File: src/rtl/ringy_pkg.sv
// ringy_pkg: shared constants and request record for the ringy cell arbiter.
package ringy_pkg;
    localparam int CELLS      = 10;
    localparam int AW         = 4;
    localparam int DW         = 8;
    localparam int PIPE_DEPTH = 2;
    typedef struct packed {
        logic          we;
        logic [AW-1:0] addr;
        logic [DW-1:0] wdata;
    } req_t;
endpackage

File: src/rtl/ringy_rr_pick.sv
// ringy_rr_pick: combinational round-robin picker; the first request at or after ptr wins.
module ringy_rr_pick import ringy_pkg::*; #(
    parameter int NREQ = 4,
    parameter int PW   = $clog2(NREQ)
) (
    input  logic [NREQ-1:0] i_req,
    input  logic [PW-1:0]   i_ptr,
    output logic [NREQ-1:0] o_onehot,
    output logic [PW-1:0]   o_idx,
    output logic            o_any
);
    logic [PW-1:0] w_j;
    // Scan from the far end back towards ptr so the nearest request is assigned last.
    always_comb begin
        w_j   = '0;
        o_idx = '0;
        for (int k = NREQ - 1; k >= 0; k--) begin
            w_j = PW'((int'(i_ptr) + k) % NREQ);
            if (i_req[w_j]) o_idx = w_j;
        end
        o_any    = |i_req;
        o_onehot = o_any ? NREQ'(1) << o_idx : '0;
    end
endmodule

File: src/rtl/ringy_cell_arbiter.sv
// ringy_cell_arbiter: round-robin arbiter sharing one single-port cell array among NREQ requesters.
// Two-stage pipeline: issue (array strobe) then response (rvalid/rdata/rerr).
module ringy_cell_arbiter import ringy_pkg::*; #(
    parameter int NREQ  = 4,
    parameter int CELLS = ringy_pkg::CELLS,
    parameter int AW    = ringy_pkg::AW,
    parameter int DW    = ringy_pkg::DW
) (
    input  logic               clk,
    input  logic               rst_n,
    input  logic               i_ena,
    input  logic [NREQ-1:0]    i_req,
    input  logic [NREQ-1:0]    i_we,
    input  logic [NREQ*AW-1:0] i_addr,
    input  logic [NREQ*DW-1:0] i_wdata,
    output logic [NREQ-1:0]    o_gnt,
    output logic [NREQ-1:0]    o_rvalid,
    output logic [DW-1:0]      o_rdata,
    output logic               o_rerr,
    output logic               o_mem_en,
    output logic               o_mem_we,
    output logic [AW-1:0]      o_mem_addr,
    output logic [DW-1:0]      o_mem_wdata,
    input  logic [DW-1:0]      i_mem_rdata
);
    localparam int PW = $clog2(NREQ);
    logic [PW-1:0]   r_ptr, r_iss_idx, w_idx;
    logic            w_any, w_ok;
    logic            r_mem_en, r_iss_err, r_rsp_err, r_rsp_rd;
    logic [NREQ-1:0] r_rsp_vld;
    req_t            w_rec, r_iss;
    // Gating with rst_n keeps gnt low while reset is held.
    ringy_rr_pick #(.NREQ(NREQ), .PW(PW)) u_pick (
        .i_req    (i_req & {NREQ{i_ena & rst_n}}),
        .i_ptr    (r_ptr),
        .o_onehot (o_gnt),
        .o_idx    (w_idx),
        .o_any    (w_any)
    );
    assign w_rec = '{we: i_we[w_idx], addr: i_addr[w_idx*AW +: AW], wdata: i_wdata[w_idx*DW +: DW]};
    // Full-width compare so unused upper address bits still flag an error.
    assign w_ok  = 32'(w_rec.addr) < 32'(CELLS);
    always_ff @(posedge clk or negedge rst_n) begin
        if (!rst_n) begin
            r_ptr     <= '0;
            r_mem_en  <= 1'b0;
            r_iss_err <= 1'b0;
            r_iss_idx <= '0;
            r_iss     <= '0;
            r_rsp_vld <= '0;
            r_rsp_err <= 1'b0;
            r_rsp_rd  <= 1'b0;
        end else begin
            if (w_any) r_ptr <= (w_idx == PW'(NREQ - 1)) ? '0 : w_idx + 1'b1;
            if (w_any) r_iss_idx <= w_idx;
            if (w_any && w_ok) r_iss <= w_rec;
            r_mem_en  <= w_any & w_ok;
            r_iss_err <= w_any & ~w_ok;
            r_rsp_vld <= (r_mem_en | r_iss_err) ? NREQ'(1) << r_iss_idx : '0;
            r_rsp_err <= r_iss_err;
            r_rsp_rd  <= r_mem_en & ~r_iss.we;
        end
    end
    assign o_mem_en    = r_mem_en;
    assign o_mem_we    = r_mem_en & r_iss.we;
    assign o_mem_addr  = r_iss.addr;
    assign o_mem_wdata = r_iss.wdata;
    assign o_rvalid    = r_rsp_vld;
    assign o_rerr      = r_rsp_err;
    assign o_rdata     = r_rsp_rd ? i_mem_rdata : '0;
endmodule

File: config.mk
export PLATFORM = sky130hd
export DESIGN_NAME = ringy_cell_arbiter
export DESIGN_NICKNAME = d
export VERILOG_FILES = /design/src/rtl/ringy_pkg.sv /design/src/rtl/ringy_rr_pick.sv /design/src/rtl/ringy_cell_arbiter.sv
export SDC_FILE = /design/constraint.sdc
export NUM_CORES = 1
export LEC_CHECK = 0
export ABC_AREA = 0
export ABC_CLOCK_PERIOD_IN_PS = 6700
export CAP_MARGIN = 15
export CORE_MARGIN = 2
export CORE_UTILIZATION = 30
export DETAILED_ROUTE_END_ITERATION = 10
export PLACE_DENSITY_LB_ADDON = 0.05
export REMOVE_ABC_BUFFERS = 1
export SLEW_MARGIN = 30
export SYNTH_ARGS = -nofsm -noshare
export SYNTH_HDL_FRONTEND = slang
export SYNTH_HIERARCHICAL = 1
export SYNTH_SLANG_ARGS = --single-unit
File: constraint.sdc
create_clock -name clk -period 6.7 [get_ports clk]
set_input_delay 1.005 -clock clk [delete_from_list [all_inputs] [get_ports clk]]
set_output_delay 1.005 -clock clk [all_outputs]
set_load 0.02 [all_outputs]
==> out/summary.txt <==
Fill cells - 497
Worst Setup Slack, final - 2.50 ns
gr usage total - 14.1%
Worst Path Required - 6.86 ns
gpl congestion - 0.679
initial drt markers - 46
vias in the first global route - 1406
layout net count - 292
Synth Warn # - 6
Post-Syn Area per Cell - 12.0 um2
most common cell after layout, fill and taps aside - clkdlybuf4s50_1
number of port buffers - 97
MaxCap Viol Count - 0
fin util - 49.1%
worst skew pair latency - 0.26 ns
storage element area - 626 um2
htree depth - 1
most frequent cells in the layout - 97 x clkdlybuf4s50_1, 25 x dfrtp_1, 13 x mux4_2, 12 x nor2_1
RSZ-0062 raised after global routing - no
Power Total - 597 uW
CP cell instances - clkdlybuf4s50_1, and3_1, o21bai_1, a221oi_4, buf_6, mux4_2, inv_1, o21ai_2, mux2_2
DR WL/cell - 14.0 um
post-cts resize count - 0
Die Y - 78.2 um
initial antenna violation count - 0
relative slew slack - 48.6%
setup TNS - 0 ns
leakage - 0.00109 uW
Antenna Nets Post-Route - 0
Largest stage delay, worst path - 0.62 ns
first-pass GRT wire length - 6690 um
FF+latch count, synth - 25
largest net degree at the start of global routing - 24
die area - 6110 um2
power density over the cells - 225 nW/um2
Avg Vias per Cell - 4.62
gate count of the mapped netlist - 138
Post-Route WL - 4120 um
Setup WS pre-CTS - 2.13 ns
Seq/Total Area, Yosys - 37.9%
Yosys top cell by area - dfrtp_1
Fmax achieved - 238 MHz
post-layout min period - 4.20 ns
Hold Crit Class - reg -> reg
Final Max Slew Viols - 0
Clock transition at path regs - 0.09 ns
post-DP HPWL - 3440 um
DRC Markers - 0
worst-case reg-to-reg path depth - 8
Antenna diodes - 0
Inserted Clock Buffers - 3
top-area cell type share of the netlist area - 37.9%
status - finished clean
via count - 1364
Final Hold Viols - 0
CTS tree - built
Sink Count - 25
post-CTS setup buffers - 0
cell area after synthesis - 1650 um2
CTS root buffer - clkbuf_8
cell area after layout - 2650 um2
share of cells above drive strength 1 - 17.5%
FP Rows - 27
Synth cell types - 32
Final setup viols - 0
footprint of the multi-input gates - 865 um2
Max FO, Critical Path - 11
Crit Path Class - in -> reg
Max Clock Skew - 0.000959 ns
Crit path arrival time - 4.36 ns
Die X - 78.2 um
io pins - 98
P&R area growth vs syn - 60.8%
Max Root-Sink Buffers - 2
Core ar. - 5410 um2
CTS hold repair buffers - 0
Overflow after GRT - 0
number of cells on the worst hold path - 0
CP endpoint kind - register
Worst-Margin Slew - 0.771 ns
period utilisation layout - 62.7%
post-place instance area - 2600 um2
First-pass DRT Iterations - 2
Critical Path Start Type - primary input
CP max-delay cell - o21ai_2
Synth area leaders - dfrtp_1 38%, mux4_2 18%, mux2_4 8.2%
VDD IR max - 0.0957 mV
initial core utilization - 30.5%
logic make-up (layout without fill, tap and decap cells):
logic type	Yosys count	after routing	share of synthesized area [%]
AOI/OAI and AO/OA	19	19	8.57
and+or+nand+nor	41	41	13.7
DFF	25	25	37.9
muxes	26	26	28.7
buffers and inverters	26	111	10.4
adders and majority gates	1	1	0.758
critical path, delay by kind of cell:
kind                   cells  cell delay (ns)
AOI/OAI and AO/OA          3             1.36
buffers and inverters      3             0.92
muxes                      2             0.69
and+or+nand+nor            1             0.37
registers in the layout, indices dropped and copies added (netlist names):
name,cells
o_mem_addr,4
r_iss,1
r_rsp_rd,1
o_rerr,1
o_mem_wdata,8
o_rvalid,4
r_iss_err,1
r_iss_idx,2
r_ptr,2
o_mem_en,1
layout make-up:
type	count	area share (%)
Sequential cell	25	23.6
Inverter	7	0.990
Tap cell	72	3.39
Clock inverter	1	0.330
Multi-Input combinational cell	87	32.6
Clock buffer	3	1.56
Timing Repair Buffer	100	37.6
metrics by stage:
| stage | cells | hold slack, ns |
|---|---|---|
| floorplan | 119 | 0.370 |
| global placement | 290 | 0.401 |
| detailed placement | 291 | 0.403 |
| CTS | 295 | 0.422 |
| global route | 295 | 0.432 |
| finish | 295 | 0.421 |
worst paths after layout:
path / from / end / slack (ns)
min in group asynchronous: rst_n / o_rvalid[2] / 0.96
min: r_iss_err / o_rerr / 0.42
min reg2reg: r_iss_err / o_rerr / 0.42
max: rst_n / o_mem_wdata[7] / 2.50
max reg2reg: r_ptr[0] / o_mem_wdata[7] / 3.50
max in group asynchronous: rst_n / r_ptr[1] / 5.17
cell usage after synthesis, drive strengths merged:
master and number:
a21o 1, o21ai 5, mux2 13, o221a 1, dfrtp 25, and3 5, buf 18, a2111oi 1
a31oi 2, ha 1, o21bai 1, nand2 5, inv 7, nor3 2, clkbuf 1, nor2 13
nand2b 1, nor2b 4, mux4 13, a21oi 4, a221oi 1, o31a 1, a211oi 1, nor3b 2
o21a 1, and2 9
routing by layer:
layer / wire length, um / global-route usage (%) / vias up
li1: - / - / 655
met3: 356 / 4.83 / 4
met1: 1580 / 15.4 / 641
met2: 2150 / 26.0 / 64
met5: 0 / 0 / -
met4: 26 / 3.33 / 0
power by group:
part	internal (uW)	switching, uW	total, uW
clock network	43.5	48.8	92.3
registers	189	31.5	221
logic	166	118	284
Power figures use the tool's default switching activity.
